--- config.mk ---
export PLATFORM = sky130hd
export DESIGN_NAME = rom_read_arbiter
export DESIGN_NICKNAME = d
export VERILOG_FILES = /design/src/rtl/rom_read_arbiter.sv
export SDC_FILE = /design/constraint.sdc
export NUM_CORES = 1
export LEC_CHECK = 0
export ABC_CLOCK_PERIOD_IN_PS = 1500
export CORE_MARGIN = 2
export CORE_UTILIZATION = 40
export CTS_BUF_LIST = sky130_fd_sc_hd__clkbuf_8 sky130_fd_sc_hd__clkbuf_16
export DETAILED_ROUTE_END_ITERATION = 16
export GPL_TIMING_DRIVEN = 0
export PLACE_DENSITY = 0.78
export SLEW_MARGIN = 25
export SYNTH_ARGS = -nofsm -noshare
export SYNTH_HDL_FRONTEND = slang
export SYNTH_SLANG_ARGS = --single-unit
--- constraint.sdc ---
create_clock -name clock -period 1.5 [get_ports clock]
set_input_delay 0.15 -clock clock [delete_from_list [all_inputs] [get_ports clock]]
set_output_delay 0.15 -clock clock [all_outputs]
set_load 0.1 [all_outputs]
--- src/rtl/rom_read_arbiter.sv ---
// Round-robin arbiter sharing one single-port ROM among NREQ read requesters.
// A {valid, id} tag pipeline follows each read so its data returns to the issuer.
module rom_read_arbiter #(
  parameter int NREQ    = 2,
  parameter int ADDR_W  = 18,
  parameter int DATA_W  = 24,
  parameter int ROM_LAT = 1
) (
  input  logic                   clock,
  input  logic                   reset,
  input  logic [NREQ-1:0]        req_valid,
  input  logic [NREQ*ADDR_W-1:0] req_addr,
  output logic [NREQ-1:0]        req_ready,
  output logic [NREQ-1:0]        rsp_valid,
  output logic [DATA_W-1:0]      rsp_data,
  output logic [ADDR_W-1:0]      rom_addr,
  input  logic [DATA_W-1:0]      rom_dout,
  output logic                   busy
);

  localparam int IDW   = (NREQ > 1) ? $clog2(NREQ) : 1;
  localparam int DEPTH = ROM_LAT + 2;
  localparam int LAST  = DEPTH - 1;

  logic [IDW-1:0]    ptr_q, ptr_d;
  logic [IDW-1:0]    grantId;
  logic              grantAny;
  logic [IDW:0]      cand;
  logic [ADDR_W-1:0] grantAddr;
  logic [ADDR_W-1:0] romAddr_q, romAddr_d;
  logic [DEPTH-1:0]  tagValid_q, tagValid_d;
  logic [IDW-1:0]    tagId_q [DEPTH];
  logic [IDW-1:0]    tagId_d [DEPTH];
  logic [DATA_W-1:0] rspData_q, rspData_d;

  // Search pointer, pointer+1, ... wrapping at NREQ; the first valid requester wins.
  always_comb begin
    grantAny = 1'b0;
    grantId  = '0;
    cand     = '0;
    for (int k = 0; k < NREQ; k++) begin
      cand = {1'b0, ptr_q} + (IDW+1)'(k);
      if (cand >= (IDW+1)'(NREQ)) begin
        cand = cand - (IDW+1)'(NREQ);
      end
      if (!grantAny && req_valid[cand[IDW-1:0]]) begin
        grantAny = 1'b1;
        grantId  = cand[IDW-1:0];
      end
    end
  end

  always_comb begin
    grantAddr = req_addr[grantId*ADDR_W +: ADDR_W];
    req_ready = grantAny ? (NREQ'(1) << grantId) : '0;
  end

  always_comb begin
    ptr_d = ptr_q;
    if (grantAny) begin
      ptr_d = (grantId == IDW'(NREQ - 1)) ? '0 : grantId + IDW'(1);
    end
  end

  // Stage 0 lines up with rom_addr; stage ROM_LAT lines up with valid rom_dout.
  always_comb begin
    tagValid_d = {tagValid_q[DEPTH-2:0], grantAny};
    tagId_d[0] = grantId;
    for (int s = 1; s < DEPTH; s++) begin
      tagId_d[s] = tagId_q[s-1];
    end
    romAddr_d = grantAny ? grantAddr : romAddr_q;
    rspData_d = tagValid_q[ROM_LAT] ? rom_dout : rspData_q;
  end

  always_ff @(posedge clock or posedge reset) begin
    if (reset) begin
      ptr_q      <= '0;
      romAddr_q  <= '0;
      tagValid_q <= '0;
      rspData_q  <= '0;
      for (int s = 0; s < DEPTH; s++) begin
        tagId_q[s] <= '0;
      end
    end else begin
      ptr_q      <= ptr_d;
      romAddr_q  <= romAddr_d;
      tagValid_q <= tagValid_d;
      rspData_q  <= rspData_d;
      for (int s = 0; s < DEPTH; s++) begin
        tagId_q[s] <= tagId_d[s];
      end
    end
  end

  always_comb begin
    rom_addr  = romAddr_q;
    rsp_data  = rspData_q;
    rsp_valid = tagValid_q[LAST] ? (NREQ'(1) << tagId_q[LAST]) : '0;
    busy      = |tagValid_q;
  end

  // Grants and responses are each at most one-hot.
  assert property (@(posedge clock) disable iff (reset) $onehot0(req_ready));
  assert property (@(posedge clock) disable iff (reset) $onehot0(rsp_valid));

endmodule

==> results of run 1 <==
==> cells in the mapped netlist <==
cell type  instances
o21ai_0           18
nor2b_4            1
nor2b_1            1
a21boi_0           1
clkbuf_1           1
buf_2             11
mux2_2            24
a21oi_2            4
dfrtp_1           49
or2b_1             3
o32ai_2            6
or3_1              1
a21oi_1           14
inv_1              2
a21o_1             1
nor2_1             2
o32ai_1           12
and2_1             1
buf_6              3
nand2b_1          15
or2_2              1
==> registers in the layout, indices dropped and copies added (netlist names) <==
| name | count |
|---|---|
| rom_addr | 18 |
| tagId_q | 1 |
| ptr_q | 1 |
| rsp_data | 24 |
| tagId_d | 2 |
| tagValid_q | 3 |
==> path summary, 6_finish.rpt <==
path / startpoint / to / slack (ps)
setup / recovery: tagValid_q[1] / busy / 4
hold / removal: reset / rom_addr[1] / 150
setup reg to reg: tagValid_q[1] / rsp_data[4] / 150
hold reg to reg: tagId_d[1] / tagId_d[0] / 350
max in group asynchronous: reset / rsp_data[18] / 850
min in group clock: req_valid[0] / rom_addr[8] / 210
==> routing by layer <==
layer	up-vias	share of wire
li1	866	-
met1	884	0.45
met2	85	0.47
met3	7	0.066
met4	0	0.011
met5	-	0
==> layout make-up <==
type	count	area share
inverter	2	0.00208
buffer	15	0.0295
multi-input combinational	105	0.242
sequential	49	0.341
timing repair buffer	113	0.335
clock inverter	2	0.00382
tap	70	0.0243
clock buffer	6	0.0229
==> critical path: cells and delay by family (launching register included) <==
kind                   cells  cell delay, ps
buffers and inverters      2             290
flip-flops                 1             410
AND/OR/NAND/NOR            1             340
==> placed cells by master (no fill, tap or decap), types with 3 or more instances in the layout <==
cell | Yosys | routed
nand2b_1 | 15 | 15
o32ai_2 | 6 | 6
buf_6 | 3 | 4
o32ai_1 | 12 | 12
a21oi_2 | 4 | 4
dfrtp_1 | 49 | 49
a21oi_1 | 14 | 14
o21ai_0 | 18 | 18
clkdlybuf4s50_1 | 0 | 61
buf_12 | 0 | 4
mux2_2 | 24 | 24
or2b_1 | 3 | 3
buf_4 | 0 | 6
clkdlybuf4s15_2 | 0 | 42
buf_2 | 11 | 9
clkbuf_8 | 0 | 6
==> power breakdown <==
part           internal [mW]  switching (mW)
Sequential              1.45          0.0689
Combinational          0.513            1.27
Clock                  0.374           0.440
Total                   2.34            1.78
==> cell families (layout without fill, tap and decap cells) <==
kind of cell,Yosys count,after routing,share of synthesized area
mux,24,24,0.124
buf+inv,17,138,0.0461
flops,49,49,0.565
compound gates,56,56,0.190
simple gates,25,25,0.0749
==> what timing repair did <==
action / in CTS / in global routing
endpoints found under the setup margin: 47 / 4
hold buffers: 0 / 0
pin swaps: 1 / 2
resized for setup: 164 / 8
buffers inserted: 2 / 1
==> results.cfg, run 1 <==
[status]
outcome = finished, final reports clean

[yosys]
syn_nets = 235
synth-seq-cells = 49
ys_seq_area_frac = 0.565
ys_top_cells_by_area = dfrtp_1 (56%), mux2_2 (12%), o32ai_1 (4.8%)
yosysTopAreaCellShare = 0.565
yosys.area.top_type = dfrtp_1
syn_area_um2 = 2170
ys_warn_count = 0
synth_cell_types = 21
syn_area_per_cell_um2 = 12.7
syn_inst = 171

[placed_design]
placed_area_um2 = 3380
dpl.cell_count = 351
place_congestion = 0.688
pre_cts_ws_ps = -1090
portBuffers = 109
hpwl_um = 3990

[global_route]
grt_max_degree = 32
antenna_found_initial = 0
overflow = 0
grt.busiest_layer = met2
track_usage = 0.185
first_global_vias = 1873
global_route.usage.met3 = 0.0384
grt_util_met1 = 0.245
grt_pass1_wl_um = 8880
met2_usage = 0.311

[floorplanning]
die-area_um2 = 6040
die_y_um = 77.7
initial_utilization = 0.420
coreArea_um2 = 5170
fp.dieW_um = 77.7
num_io_pins = 111
rows = 26

[pwr]
fin_total_pwr_mw = 4.12
leakage_nw = 1.47
powerDensity_nw_per_um2 = 1150
peakVddDrop_uv = 534

[route]
drt_pass1_iterations = 4
drtAntennaViolNets = 0
drt-initial-drc-count = 77
vias = 1842
drc = 0
via_per_inst = 5.09
drt_wl_total_um = 5540
wl_per_cell_um = 15.3

[sta]
worstMarginPinSlew_ps = 560
rsz0062_at_grt = true
fin_crit_sh = 0.998
tns_ps = 0
fin_crit_ps = 1500
clock_skew_ps = 3.44
drv_slew = 0
fmax_mhz = 668
final.setup.worst_slack_ps = 3.68
finalSetupViolations = 0
slew_headroom = 0.629
timing.hold.ws_ps = 148
hold_viol = 0

[finish]
syn_to_final_growth_pct = 65.8
final-seq-area_um2 = 1230
nFillCells = 402
drive_above_1_share = 0.390
n_antenna_cell = 0
utilization = 0.696
multiInputGateArea_um2 = 872
nNetsFinal = 355
fin_area_um2 = 3600
instances_no_fill = 362

[clocking]
cts_buffers = 5
clockBufferDepth = 2
cts_root_buf = clkbuf_8
cts_tree = built
path_clk_slew_ps = 90
clock-sinks = 49
h-tree-depth = 2
clk_latency_ps = 300

[worst_setup_path]
path_cells = buf_6 > or3_4 > buf_12
crit_path_end_kind = output pin
slowest_stage = dfrtp_1
critPathMaxFanout = 2
worstSetupPathType = flip-flop to output pin
slowest_delay_ps = 410
ff2ff_path_depth = 4
arrival_ps = 1350
crit_required_ps = 1350
start_kind = flip-flop

[worst_hold_path]
hp-class = input pin to async pin

[job]
cap_violations = 0
No activity file was read; power rests on OpenSTA's default activity.
==> inputs of run 2 (changes only) <==
- CORE_UTILIZATION: 40 -> 30
- CTS_CLUSTER_DIAMETER: default -> 120
- PLACE_DENSITY: 0.78 -> 0.6
==> results.cfg, run 2 (synthesized netlist as in run 1, its figures left out) <==
[status]
outcome = finished, final reports clean

[worst_setup_path]
critPathMaxFanout = 10
crit_path_end_kind = output pin
startpoint = ptr_q
critPathTopFamily = flip-flops
worstSetupPathType = flip-flop to output pin
crit_required_ps = 1350
start_kind = flip-flop
slowest_delay_ps = 420
reg2reg_from = tagValid_q[1]
arrival_ps = 1300
path_cells = buf_4 > a21boi_2 > buf_12
path_buf_inv = 2
slowest_stage = dfrtp_1

[sta]
fin_crit_ps = 1450
finalSetupViolations = 0
fin_crit_sh = 0.970
worstMarginPinSlew_ps = 604
drv_slew = 0
clock_skew_ps = 4.26
hold_viol = 0
timing.hold.ws_ps = 207
slew_headroom = 0.597
fmax_mhz = 687
rsz0062_at_grt = true

[route]
wl_per_cell_um = 14.0
drt_wl_total_um = 5390
drc = 0
vias = 1795
drt-initial-drc-count = 29
drtAntennaViolNets = 0
drt_pass1_iterations = 4
via_per_inst = 4.65

[clocking]
clockBufferDepth = 2
cts_buffers = 5
h-tree-depth = 2
cts_root_buf = clkbuf_8
clock-sinks = 49
hold_buffers = 0
path_clk_slew_ps = 80
clk_latency_ps = 300
cts_tree = built

[floorplanning]
initial_utilization = 0.304
die-area_um2 = 7940
num_io_pins = 111
coreArea_um2 = 7140
rows = 31
fp.dieW_um = 89.1
die_y_um = 89.1

[placed_design]
hpwl_um = 3850
portBuffers = 109
place_congestion = 0.712
dpl.cell_count = 379
placed_area_um2 = 3400

[finish]
layout_commonest_cell = clkdlybuf4s50_1
utilization = 0.500
drive_above_1_share = 0.376
largest_reg_flops = 24
mostFrequentLayoutCells = clkdlybuf4s50_1 (62), dfrtp_1 (49), clkdlybuf4s15_2 (42)
final-seq-area_um2 = 1230
instances_no_fill = 386
n_antenna_cell = 0
syn_to_final_growth_pct = 64.3
fin_area_um2 = 3570
multiInputGateArea_um2 = 865
nFillCells = 693
nNetsFinal = 350

[global_route]
antenna_found_initial = 0
grt_max_degree = 50
track_usage = 0.139
overflow = 0
grt_pass1_wl_um = 8580
first_global_vias = 1828

[pwr]
leakage_nw = 1.43
powerDensity_nw_per_um2 = 1130
peakVddDrop_uv = 545

[worst_hold_path]
hp-class = input pin to flip-flop
min-delay-start = req_valid[0]

[job]
cap_violations = 0
run 2: changes by cell type in the layout (fill, tap and decap cells not counted), sizes merged:
| cell | before | now |
|---|---|---|
| buf | 23 | 18 |
| clkbuf | 7 | 6 |
| clkdlybuf4s50 | 61 | 62 |
| dlygate4sd2 | 1 | 0 |
| inv | 2 | 3 |
run 2: timing repair:
action	4_1_cts	5_1_grt
pin swaps	1	1
setup buffers	1	0
gates resized for setup	166	3
setup endpoints to repair	47	3
run 2: through the flow:
| stage | setup TNS, ps | setup slack [ps] | power [mW] |
|---|---|---|---|
| floorplan | -140 | -140 | 2.83 |
| global placement | -51220 | -1110 | 3.34 |
| detailed placement | -7580 | -1110 | 3.35 |
| CTS | -24.3 | -24.3 | 4.09 |
| global route | -23.1 | -23.1 | 4.22 |
| finish | 0 | 45.1 | 4.04 |
run 2: routing by layer:
| layer | vias up | wire length [µm] | global-route usage |
|---|---|---|---|
| met4 | 0 | 57 | 0.0366 |
| li1 | 856 | - | - |
| met2 | 68 | 2630 | 0.231 |
| met5 | - | 0 | 0 |
| met3 | 8 | 368 | 0.0425 |
| met1 | 863 | 2340 | 0.176 |
run 2: report_power, final:
part           leakage (nW)  total (mW)  internal (mW)  switching (mW)
Sequential            0.564        1.52           1.45          0.0673
Combinational         0.817        1.77          0.500            1.27
Clock                0.0491       0.752          0.318           0.434
run 2: final timing paths:
| check | end | slack (ps) | depth (start not counted) |
|---|---|---|---|
| max in group asynchronous | tagValid_q[0] | 810 | 2 |
| worst max-delay path | req_ready[0] | 50 | 3 |
| worst max register to register | rsp_data[11] | 240 | 3 |
| min in group asynchronous | rsp_data[20] | 280 | 2 |
| worst min register to register | tagId_d[0] | 350 | 0 |
| worst min-delay path | rom_addr[3] | 210 | 4 |
run 2: layout make-up:
type | instances | share of cell area
well taps | 99 | 0.0347
flip-flops and latches | 49 | 0.343
inverters | 2 | 0.00280
multi-input cells | 105 | 0.242
plain buffers | 13 | 0.0256
repair buffers | 110 | 0.328
clock buffers | 5 | 0.0193
clock inverters | 3 | 0.00386
run 2: tightest hold or removal path, stage by stage:
cell and delay (ps):
buf_6 110, nand2b_1 70, o21ai_0 70, a21oi_1 60
